**src/rtl/parking_pkg.sv**
```systemverilog
// Shared types and defaults for the parking slot manager.
// Status codes and FSM states used by the top and the bench.
package parking_pkg;

    localparam int DEF_NUM_SLOTS = 8;
    localparam int DEF_VNO_W     = 32;

    typedef enum logic [1:0] {
        ST_OK        = 2'd0,
        ST_FULL      = 2'd1,
        ST_DUP       = 2'd2,
        ST_NOT_FOUND = 2'd3
    } status_t;

    typedef enum logic [1:0] {
        IDLE   = 2'd0,
        SEARCH = 2'd1,
        RESP   = 2'd2
    } state_t;

endpackage

```
**src/rtl/parking_slot_table.sv**
```systemverilog
// Per-slot vehicle number storage with valid bits.
// One combinational read index, one set port, one clear port.
module parking_slot_table #(
    parameter int NUM_SLOTS = 8,
    parameter int VNO_W     = 32,
    localparam int IW       = $clog2(NUM_SLOTS)
) (
    input  logic             clk,
    input  logic             reset,
    input  logic [IW-1:0]    rd_idx,
    output logic             rd_valid,
    output logic [VNO_W-1:0] rd_vno,
    input  logic             wr_en,
    input  logic [IW-1:0]    wr_idx,
    input  logic [VNO_W-1:0] wr_vno,
    input  logic             clr_en,
    input  logic [IW-1:0]    clr_idx
);

    logic [NUM_SLOTS-1:0] valid_q;
    logic [VNO_W-1:0]     vno_q [NUM_SLOTS];

    always_ff @(posedge clk) begin
        if (reset) begin
            valid_q <= '0;
        end else begin
            if (wr_en) valid_q[wr_idx] <= 1'b1;
            if (clr_en) valid_q[clr_idx] <= 1'b0;
        end
    end

    // Payload needs no reset: it is only trusted behind a valid bit.
    always_ff @(posedge clk) begin
        if (wr_en) vno_q[wr_idx] <= wr_vno;
    end

    assign rd_valid = valid_q[rd_idx];
    assign rd_vno   = vno_q[rd_idx];

endmodule

```
**src/rtl/parking_slot_manager.sv**
```systemverilog
// Assigns parking slots on entry edges and frees them on exit requests.
// Fixed-latency linear search over the slot table, one slot per cycle.
module parking_slot_manager
    import parking_pkg::*;
#(
    parameter int NUM_SLOTS = DEF_NUM_SLOTS,
    parameter int VNO_W     = DEF_VNO_W,
    localparam int IW       = $clog2(NUM_SLOTS),
    localparam int CW       = $clog2(NUM_SLOTS + 1)
) (
    input  logic             clk,
    input  logic             reset,
    input  logic             car_parked,
    input  logic [VNO_W-1:0] vehicle_no,
    input  logic             exit_req,
    input  logic [VNO_W-1:0] exit_vehicle_no,
    output logic             ready,
    output logic             exit_ack,
    output logic             done,
    output logic             op_exit,
    output logic [1:0]       status,
    output logic [IW-1:0]    slot_id,
    output logic [CW-1:0]    occupancy,
    output logic             full,
    output logic             empty,
    output logic             entry_lost
);

    state_t           state;
    logic             car_parked_q;
    logic             pend_v;
    logic [VNO_W-1:0] pend_vno;
    logic [VNO_W-1:0] key;
    logic             is_exit;
    logic [IW-1:0]    idx;
    logic             hit;
    logic [IW-1:0]    hit_idx;
    logic             dup;
    logic [CW-1:0]    occ;
    logic             done_q;
    logic             op_exit_q;
    status_t          status_q;
    logic [IW-1:0]    slot_q;

    logic             rd_valid;
    logic [VNO_W-1:0] rd_vno;
    logic             entry_edge;
    logic             take_entry;
    logic             take_exit;
    logic             last;
    logic             match;
    logic             commit;
    logic             hit_n;
    logic [IW-1:0]    hit_idx_n;
    logic             dup_n;
    logic             wr_en;
    logic             clr_en;
    status_t          res_status;
    logic [IW-1:0]    res_slot;

    assign entry_edge = car_parked & ~car_parked_q & ~reset;
    assign take_entry = (state == IDLE) & pend_v;
    // A fresh entry edge blocks exit acceptance so the entry wins.
    assign take_exit  = (state == IDLE) & ~pend_v & ~entry_edge
                      & exit_req & ~reset;
    assign last       = (idx == IW'(NUM_SLOTS - 1));
    assign match      = rd_valid & (rd_vno == key);
    assign commit     = (state == SEARCH) & last;

    always_comb begin
        hit_n     = hit;
        hit_idx_n = hit_idx;
        dup_n     = dup;
        if (state == SEARCH) begin
            if (!hit && (is_exit ? match : !rd_valid)) begin
                hit_n     = 1'b1;
                hit_idx_n = idx;
            end
            if (!is_exit && match) dup_n = 1'b1;
        end
    end

    always_comb begin
        res_status = ST_OK;
        res_slot   = hit_idx_n;
        unique case (1'b1)
            (is_exit && !hit_n): begin
                res_status = ST_NOT_FOUND;
                res_slot   = '0;
            end
            (!is_exit && dup_n): begin
                res_status = ST_DUP;
                res_slot   = '0;
            end
            (!is_exit && !dup_n && !hit_n): begin
                res_status = ST_FULL;
                res_slot   = '0;
            end
            default: begin
                res_status = ST_OK;
                res_slot   = hit_idx_n;
            end
        endcase
    end

    assign wr_en  = commit & ~is_exit & ~dup_n & hit_n;
    assign clr_en = commit & is_exit & hit_n;

    parking_slot_table #(
        .NUM_SLOTS (NUM_SLOTS),
        .VNO_W     (VNO_W)
    ) u_table (
        .clk      (clk),
        .reset    (reset),
        .rd_idx   (idx),
        .rd_valid (rd_valid),
        .rd_vno   (rd_vno),
        .wr_en    (wr_en),
        .wr_idx   (hit_idx_n),
        .wr_vno   (key),
        .clr_en   (clr_en),
        .clr_idx  (hit_idx_n)
    );

    // Loads during reset too, so a level held through reset is not an edge.
    always_ff @(posedge clk) begin
        car_parked_q <= car_parked;
    end

    always_ff @(posedge clk) begin
        if (reset) begin
            state     <= IDLE;
            pend_v    <= 1'b0;
            pend_vno  <= '0;
            key       <= '0;
            is_exit   <= 1'b0;
            idx       <= '0;
            hit       <= 1'b0;
            hit_idx   <= '0;
            dup       <= 1'b0;
            occ       <= '0;
            done_q    <= 1'b0;
            op_exit_q <= 1'b0;
            status_q  <= ST_OK;
            slot_q    <= '0;
        end else begin
            done_q <= 1'b0;
            if (entry_edge && (!pend_v || take_entry)) begin
                pend_v   <= 1'b1;
                pend_vno <= vehicle_no;
            end else if (take_entry) begin
                pend_v <= 1'b0;
            end
            unique case (state)
                IDLE: begin
                    if (take_entry) begin
                        state   <= SEARCH;
                        is_exit <= 1'b0;
                        key     <= pend_vno;
                        idx     <= '0;
                        hit     <= 1'b0;
                        hit_idx <= '0;
                        dup     <= 1'b0;
                    end else if (take_exit) begin
                        state   <= SEARCH;
                        is_exit <= 1'b1;
                        key     <= exit_vehicle_no;
                        idx     <= '0;
                        hit     <= 1'b0;
                        hit_idx <= '0;
                        dup     <= 1'b0;
                    end
                end
                SEARCH: begin
                    hit     <= hit_n;
                    hit_idx <= hit_idx_n;
                    dup     <= dup_n;
                    idx     <= idx + 1'b1;
                    if (last) begin
                        state     <= RESP;
                        done_q    <= 1'b1;
                        op_exit_q <= is_exit;
                        status_q  <= res_status;
                        slot_q    <= res_slot;
                        if (wr_en) occ <= occ + 1'b1;
                        else if (clr_en) occ <= occ - 1'b1;
                    end
                end
                RESP: state <= IDLE;
                default: state <= IDLE;
            endcase
        end
    end

    assign ready      = (state == IDLE) & ~pend_v;
    assign exit_ack   = take_exit;
    assign entry_lost = entry_edge & pend_v & ~take_entry;
    assign done       = done_q;
    assign op_exit    = done_q & op_exit_q;
    assign status     = done_q ? status_q : 2'b00;
    assign slot_id    = done_q ? slot_q : '0;
    assign occupancy  = occ;
    assign full       = (occ == CW'(NUM_SLOTS));
    assign empty      = (occ == '0);

endmodule

```
**config.mk**
```make
export PLATFORM = sky130hd
export DESIGN_NAME = parking_slot_manager
export DESIGN_NICKNAME = d
export VERILOG_FILES = /design/src/rtl/parking_pkg.sv /design/src/rtl/parking_slot_table.sv /design/src/rtl/parking_slot_manager.sv
export SDC_FILE = /design/constraint.sdc
export NUM_CORES = 1
export LEC_CHECK = 0
export BUFFER_PORTS_ARGS = -buffer_cell sky130_fd_sc_hd__buf_2
export CORE_MARGIN = 5
export CORE_UTILIZATION = 47
export CTS_BUF_LIST = sky130_fd_sc_hd__clkbuf_4
export DETAILED_ROUTE_END_ITERATION = 12
export PLACE_DENSITY = 0.67
export SYNTH_ARGS = -nofsm -noshare
export SYNTH_HDL_FRONTEND = slang
export SYNTH_SLANG_ARGS = --single-unit
```
**constraint.sdc**
```tcl
create_clock -name clk -period 8.2 [get_ports clk]
set_input_delay 0.82 -clock clk [delete_from_list [all_inputs] [get_ports clk]]
set_output_delay 0.82 -clock clk [all_outputs]
set_load 0.1 [all_outputs]
```
==> qor.yml, run 1 <==
logic_synthesis:
  yosys_warnings: 0
  netlist_area_um2: 14600
  seq_area_frac_synth_pct: 66.3
  async_flop_share_pct: 0
  synth_cell_type_count: 65
  ys_ff_latch: 355
  netlist_instances: 978
  synthesis.nets: 1051
  synth_ff_type: "edfxtp_1"
  syn_area_per_cell_um2: 14.9
  synth-edff-count: 256
critical_path:
  cp-start-kind: "register"
  path_buf_inv: 1
  slowest_stage: "dfxtp_2"
  cp.required_ns: 8.48
  slowest_delay_ns: 0.85
  cp-end-kind: "register"
  cp_cell_sequence: "buf_4, mux4_2, mux2i_1, xor2_1, nand4_1, nor4_2, nand4_1, o21ai_4, mux2i_1, and2_2"
  crit_path_max_fanout: 33
  worst_ep_arrival_time_ns: 5.56
  criticalPathCategory: "reg -> reg"
  cp_top_family: "simple AND/OR/NAND/NOR gates"
timing:
  period_minus_slack_ns: 5.28
  setup_viol: 0
  rsz0062_at_grt: "false"
  slew_violations: 0
  holdWs_ns: 0.266
  slew_headroom_pct: 27.0
  max_freq_mhz: 190
  clock_skew_ns: 0.0577
  finalHoldViolations: 0
  setup-tns-final_ns: 0
  tightest_slew_ns: 1.10
  fin_crit_sh_pct: 64.3
final_layout:
  instances_no_fill: 1560
  final_layout_size_suffix_gt1_share_pct: 25.9
  nNetsFinal: 1171
  syn2layout_area_growth_pct: 12.2
job:
  max_cap_viol_count: 0
die:
  die_w_um: 186
  initial_core_util_pct: 47.7
  row_count: 64
  core_um2: 30600
  fp.dieH_um: 186
  io_pins: 84
  die_area_um2: 34700
placed_design:
  place_inst: 1405
  portBuffers: 83
  gp_congestion: 0.774
  dp_hpwl_mm: 18.1
drt:
  wl_per_cell_um: 19.4
  vias: 8457
  vias_per_cell: 5.42
  drtPass1Iterations: 5
  drtAntennaViolNets: 0
  drc_errors: 0
  finalWirelength_mm: 30.3
  drt_iter0_markers: 590
clock_tree:
  clk_pin_slew_worst_paths_ns: 0.07
  cts.sinks: 355
  clk_latency_ns: 0.71
  cts_resized: 0
  cts_tree: "yes"
  ctsHoldBuffers: 0
  post_cts.repair.setup_buffers: 0
  numCtsBuffers: 87
  cts_root_buf: "clkbuf_4"
  cts_max_path_buffers: 3
  cts.htree.levels: 3
grt:
  grt_pass1_wl_mm: 48.4
  grt_overflow: 0
  grt_pass1_vias: 8810
  grtUsageTotal_pct: 18.0
  grt_max_degree: 101
  antenna_found_initial: 3
hold_path:
  hold_class: "in -> reg"
pwr:
  ir_drop_uv: 152
  p_leak_nw: 5.85
  power_density_nw_per_um2: 223
outcome:
  status: "finished, final reports clean"
worst paths after layout:
| kind | from | end | slack [ns] | depth (start not counted) |
|---|---|---|---|---|
| setup / recovery | register | u_table.vno_q[6][13] | 2.92 | 10 |
| hold / removal | car_parked | car_parked_q | 0.27 | 1 |
| setup reg to reg | register | u_table.vno_q[6][13] | 2.92 | 10 |
| hold reg to reg | op_exit_q | op_exit_q | 0.45 | 2 |
area by class of cell:
class | count | area (um^2)
Fill cell | 2574 | 14200
Sequential cell | 355 | 9680
Multi-Input combinational cell | 556 | 4570
Clock buffer | 130 | 976
Tap cell | 396 | 495
Timing Repair Buffer | 90 | 468
Clock inverter | 24 | 154
Inverter | 8 | 30.0
Antenna cell | 1 | 2.50
sequential cells by signal, indices dropped and copies added (netlist names), named ones only:
signal	cells
u_table.vno_q	256
key	32
pend_vno	32
u_table.valid_q	8
occupancy	4
hit_idx	3
idx	3
slot_q	3
state	2
status_q	2
car_parked_q	1
done	1
dup	1
hit	1
is_exit	1
op_exit_q	1
pend_v	1
placed cells by master, fill, tap and decap left out, types with 7 or more instances in the layout:
master    synthesis  routed
edfxtp_1        256     256
clkbuf_4          0     130
mux2i_1         106     106
dfxtp_1          99      96
buf_2             9      83
nor2_1           63      63
nand2_1          48      47
mux4_2           40      40
o21ai_0          38      38
nand2b_1         35      35
a211oi_1         33      33
a21oi_1          26      26
a22oi_1          20      20
xor2_1           17      17
clkinv_1          0      15
nand3_1           9       9
inv_1             8       8
and2_1           13       8
nand3b_1          8       8
o21a_1            8       8
a22o_1            7       7
nand4_1           7       7
buf_4             4       7
power breakdown:
group | total (mW) | switching [mW] | internal (mW)
clock network | 1.45 | 0.666 | 0.788
logic | 0.178 | 0.0962 | 0.0817
registers | 2.02 | 0.0600 | 1.96
total | 3.65 | 0.822 | 2.83
per-stage QoR:
stage               power [mW]  cell area, um^2  setup slack (ns)  util (%)
floorplan                 2.17            14600              3.24         -
global placement          2.23            15200              3.10      49.8
detailed placement        2.23            15200              2.87      49.8
CTS                       3.69            16400              2.83      53.5
global route              3.82            16400              2.62      53.5
finish                    3.65            16400              2.92      53.5
layer usage:
layer | up-vias | track usage [%] | part of all wire, %
met3 | 43 | 4.01 | 6.9
met4 | 2 | 6.38 | 1.9
met5 | - | 0 | 0.023
met1 | 4098 | 26.0 | 46
li1 | 4037 | - | -
met2 | 277 | 27.3 | 45
cells by family after synthesis:
| kind of cell | after synthesis | share of synthesized area [%] |
|---|---|---|
| XOR/XNOR | 21 | 1.26 |
| AO/OA/AOI/OAI | 148 | 6.89 |
| adder cells (fa/ha/maj) | 5 | 0.480 |
| multiplexers | 154 | 14.2 |
| AND/OR/NAND/NOR | 228 | 8.44 |
| flip-flops | 355 | 66.3 |
| buffers and inverters | 67 | 2.48 |
cell usage after synthesis, drive strengths merged, types with 6 or more instances:
library cell	number	area, um^2
nand3b	8	60.1
a22o	7	61.3
nand4	8	56.3
nand3	9	45.0
a211oi	34	260
nand2b	35	219
nand2	49	186
and2	16	108
mux2	7	78.8
mux2i	106	1060
clkbuf	32	120
a22oi	20	150
and3	6	37.5
edfxtp	256	7690
o21a	8	60.1
nor4	6	65.1
o21ai	39	206
xor2	17	149
nor2	64	243
mux4	41	927
dfxtp	99	1980
buf	27	211
a21oi	27	139
inv	8	30.0
worst reg2reg max path, cell delays in order (launching register included):
cell and delay (ns):
dfxtp_2 0.85, buf_4 0.51, mux4_2 0.56, mux2i_1 0.21
xor2_1 0.16, nand4_1 0.12, nor4_2 0.55, nand4_1 0.24
o21ai_4 0.51, mux2i_1 0.29, and2_2 0.85
No activity file was read; power rests on OpenSTA's default activity.
==> run 2, diff against run 1 <==
--- a/config.mk
+++ b/config.mk
@@ -10,7 +10,7 @@
 export CORE_UTILIZATION = 47
 export CTS_BUF_LIST = sky130_fd_sc_hd__clkbuf_4
 export DETAILED_ROUTE_END_ITERATION = 12
-export PLACE_DENSITY = 0.67
+export PLACE_DENSITY = 0.7
 export SYNTH_ARGS = -nofsm -noshare
 export SYNTH_HDL_FRONTEND = slang
 export SYNTH_SLANG_ARGS = --single-unit
==> constraint.sdc (replaced) <==
create_clock -name clk -period 4.6 [get_ports clk]
set_input_delay 0.46 -clock clk [delete_from_list [all_inputs] [get_ports clk]]
set_output_delay 0.46 -clock clk [all_outputs]
set_load 0.1 [all_outputs]
==> run 2 against run 1 <==
- wire length up 3.7%
- cell count is 3.7% higher
- worst setup slack got worse by 2.6 ns
- global-route usage up 0.47 points
- clock power up 78%
- sequential power is 77% higher
==> qor.yml, run 2 (synthesized netlist as in run 1, its figures left out) <==
placed_design:
  place_inst: 1427  # +1.6%
  portBuffers: 83  # unchanged
  gp_congestion: 0.786  # +1.6%
  dp_hpwl_mm: 19.0  # +4.6%
final_layout:
  final_layout_size_suffix_gt1_share_pct: 26.1  # +0.27 points
  nNetsFinal: 1226  # +4.7%
  utilization_pct: 55.7  # +2.2 points
  syn2layout_area_growth_pct: 16.8
  top_regs: "u_table.vno_q: 256 flops, key: 32 flops, pend_vno: 32 flops"
  regMostFlops: "u_table.vno_q"
  layout_commonest_cell: "edfxtp_1"
  instances_no_fill: 1617  # +3.7%
  largest_reg_flops: 256  # unchanged
  final_cell_mix: "edfxtp_1 (256), clkbuf_4 (124), mux2i_1 (106)"
clock_tree:
  clk_pin_slew_worst_paths_ns: 0.06  # about the same
  clk_latency_ns: 0.74  # +0.03 ns
  cts_max_path_buffers: 3  # unchanged
  cts_root_buf: "clkbuf_4"
  cts_tree: "yes"
  cts.sinks: 355  # unchanged
  numCtsBuffers: 86  # -1.1%
  cts.htree.levels: 3  # unchanged
outcome:
  status: "finished, final reports clean"
critical_path:
  cp.required_ns: 5.27  # -3.21 ns
  reg2reg_slack_ns: 0.37  # -2.56 ns
  rr_worst_depth: 16  # +6
  cp-start-kind: "register"
  criticalPathCategory: "reg -> reg"
  worst_ep_arrival_time_ns: 4.91  # -0.65 ns
  rr_endpoint: "occupancy[3]"
  cp-end-kind: "register"
  crit_path_max_fanout: 38  # +15%
die:
  die_area_um2: 34700  # unchanged
  fp.dieH_um: 186  # unchanged
  core_um2: 30600  # unchanged
  row_count: 64  # unchanged
  die_w_um: 186  # unchanged
  initial_core_util_pct: 47.7  # unchanged
  io_pins: 84  # unchanged
timing:
  fin_crit_sh_pct: 92.1  # +28 points
  period_minus_slack_ns: 4.23  # -1.04 ns
  max_freq_mhz: 236  # +25%
  rsz0062_at_grt: "false"
  setup_viol: 0  # unchanged
  slew_headroom_pct: 27.1  # +0.17 points
  slew_violations: 0  # unchanged
  finalHoldViolations: 0  # unchanged
  tightest_slew_ns: 1.09  # -0.00255 ns
  holdWs_ns: 0.0558  # -0.211 ns
  setup-tns-final_ns: 0  # unchanged
  clock_skew_ns: 0.0777  # +0.0199 ns
grt:
  grt_pass1_wl_mm: 49.8  # +3.0%
  antenna_found_initial: 2  # -1
  grtUsageTotal_pct: 18.5  # +0.47 points
  grt_max_degree: 100  # -0.99%
  grt_pass1_vias: 8950  # +1.6%
  grt_overflow: 0  # unchanged
drt:
  drc_errors: 0  # unchanged
  drt_iter0_markers: 681  # +15%
  drtAntennaViolNets: 0  # unchanged
  drtPass1Iterations: 5  # unchanged
  vias: 8899  # +5.2%
  vias_per_cell: 5.50  # +1.5%
  wl_per_cell_um: 19.4  # about the same
  finalWirelength_mm: 31.4  # +3.7%
pwr:
  p_leak_nw: 6.14  # +5.0%
  ir_drop_uv: 281  # +85%
  power_density_nw_per_um2: 383  # +72%
hold_path:
  hold_depth: 3  # +2
  hp-start: "exit_vehicle_no[4]"
  hold_class: "in -> reg"
  whs_endpoint: "key[4]"
job:
  max_cap_viol_count: 0  # unchanged
[run 2: area by class of cell]
class,instances,area (um^2)
clock inverter,31,184
tap,396,495
inverter,8,30.0
fill,2438,13500
timing repair buffer,146,1140
sequential,355,9680
multi-input combinational,556,4580
clock buffer,124,931
antenna,1,2.50
[run 2: critical path, stage by stage (launching register included)]
cell	delay, ns
dfxtp_2	0.40
buf_12	0.28
and2b_1	0.31
a22oi_1	0.34
a21oi_1	0.14
or3b_2	0.49
nor4_2	0.41
nand4_2	0.35
nand2_2	0.22
a211oi_1	0.09
inv_1	0.08
ha_1	0.22
a21o_1	0.17
a21oi_1	0.23
nor4bb_1	0.31
a31oi_1	0.07
nand3_1	0.11
[run 2: how the worst max path moves through the flow]
stage	endpoint	slack (ns)
3_5_place_dp	occupancy[3]	0.15
4_1_cts	occupancy[3]	0.16
2_1_floorplan	empty	0.41
3_3_place_gp	occupancy[3]	0.25
6_report	occupancy[3]	0.37
5_1_grt	occupancy[3]	0.09
[run 2: through the flow]
stage / setup slack (ns) / instance area (um^2) / power, mW
final: 0.365 / 17000 / 6.53
after global routing: 0.0909 / 17000 / 6.84
after CTS: 0.156 / 17000 / 6.60
after detailed placement: 0.154 / 15600 / 3.99
after global placement: 0.255 / 15600 / 3.98
after floorplan: 0.412 / 14600 / 3.87
[run 2: per-layer routing]
metal	global-route usage (%)	vias to the layer above	part of all wire (%)
li1	-	4163	-
met1	26.3	4360	45
met2	28.9	335	47
met3	4.08	39	6.5
met4	5.42	2	1.3
met5	0	-	0.041
[run 2: where the power goes]
group	switching (mW)	internal [mW]	total (mW)
clock	1.22	1.36	2.58
sequential	0.0946	3.49	3.58
combinational	0.192	0.172	0.364
total	1.51	5.02	6.53
[run 2: repair_timing]
item	4_1_cts	5_1_grt
setup endpoints to repair	0	62
gates resized for setup	0	2
endpoints found under the hold margin	33	0
hold buffers	33	0
setup buffers	0	1
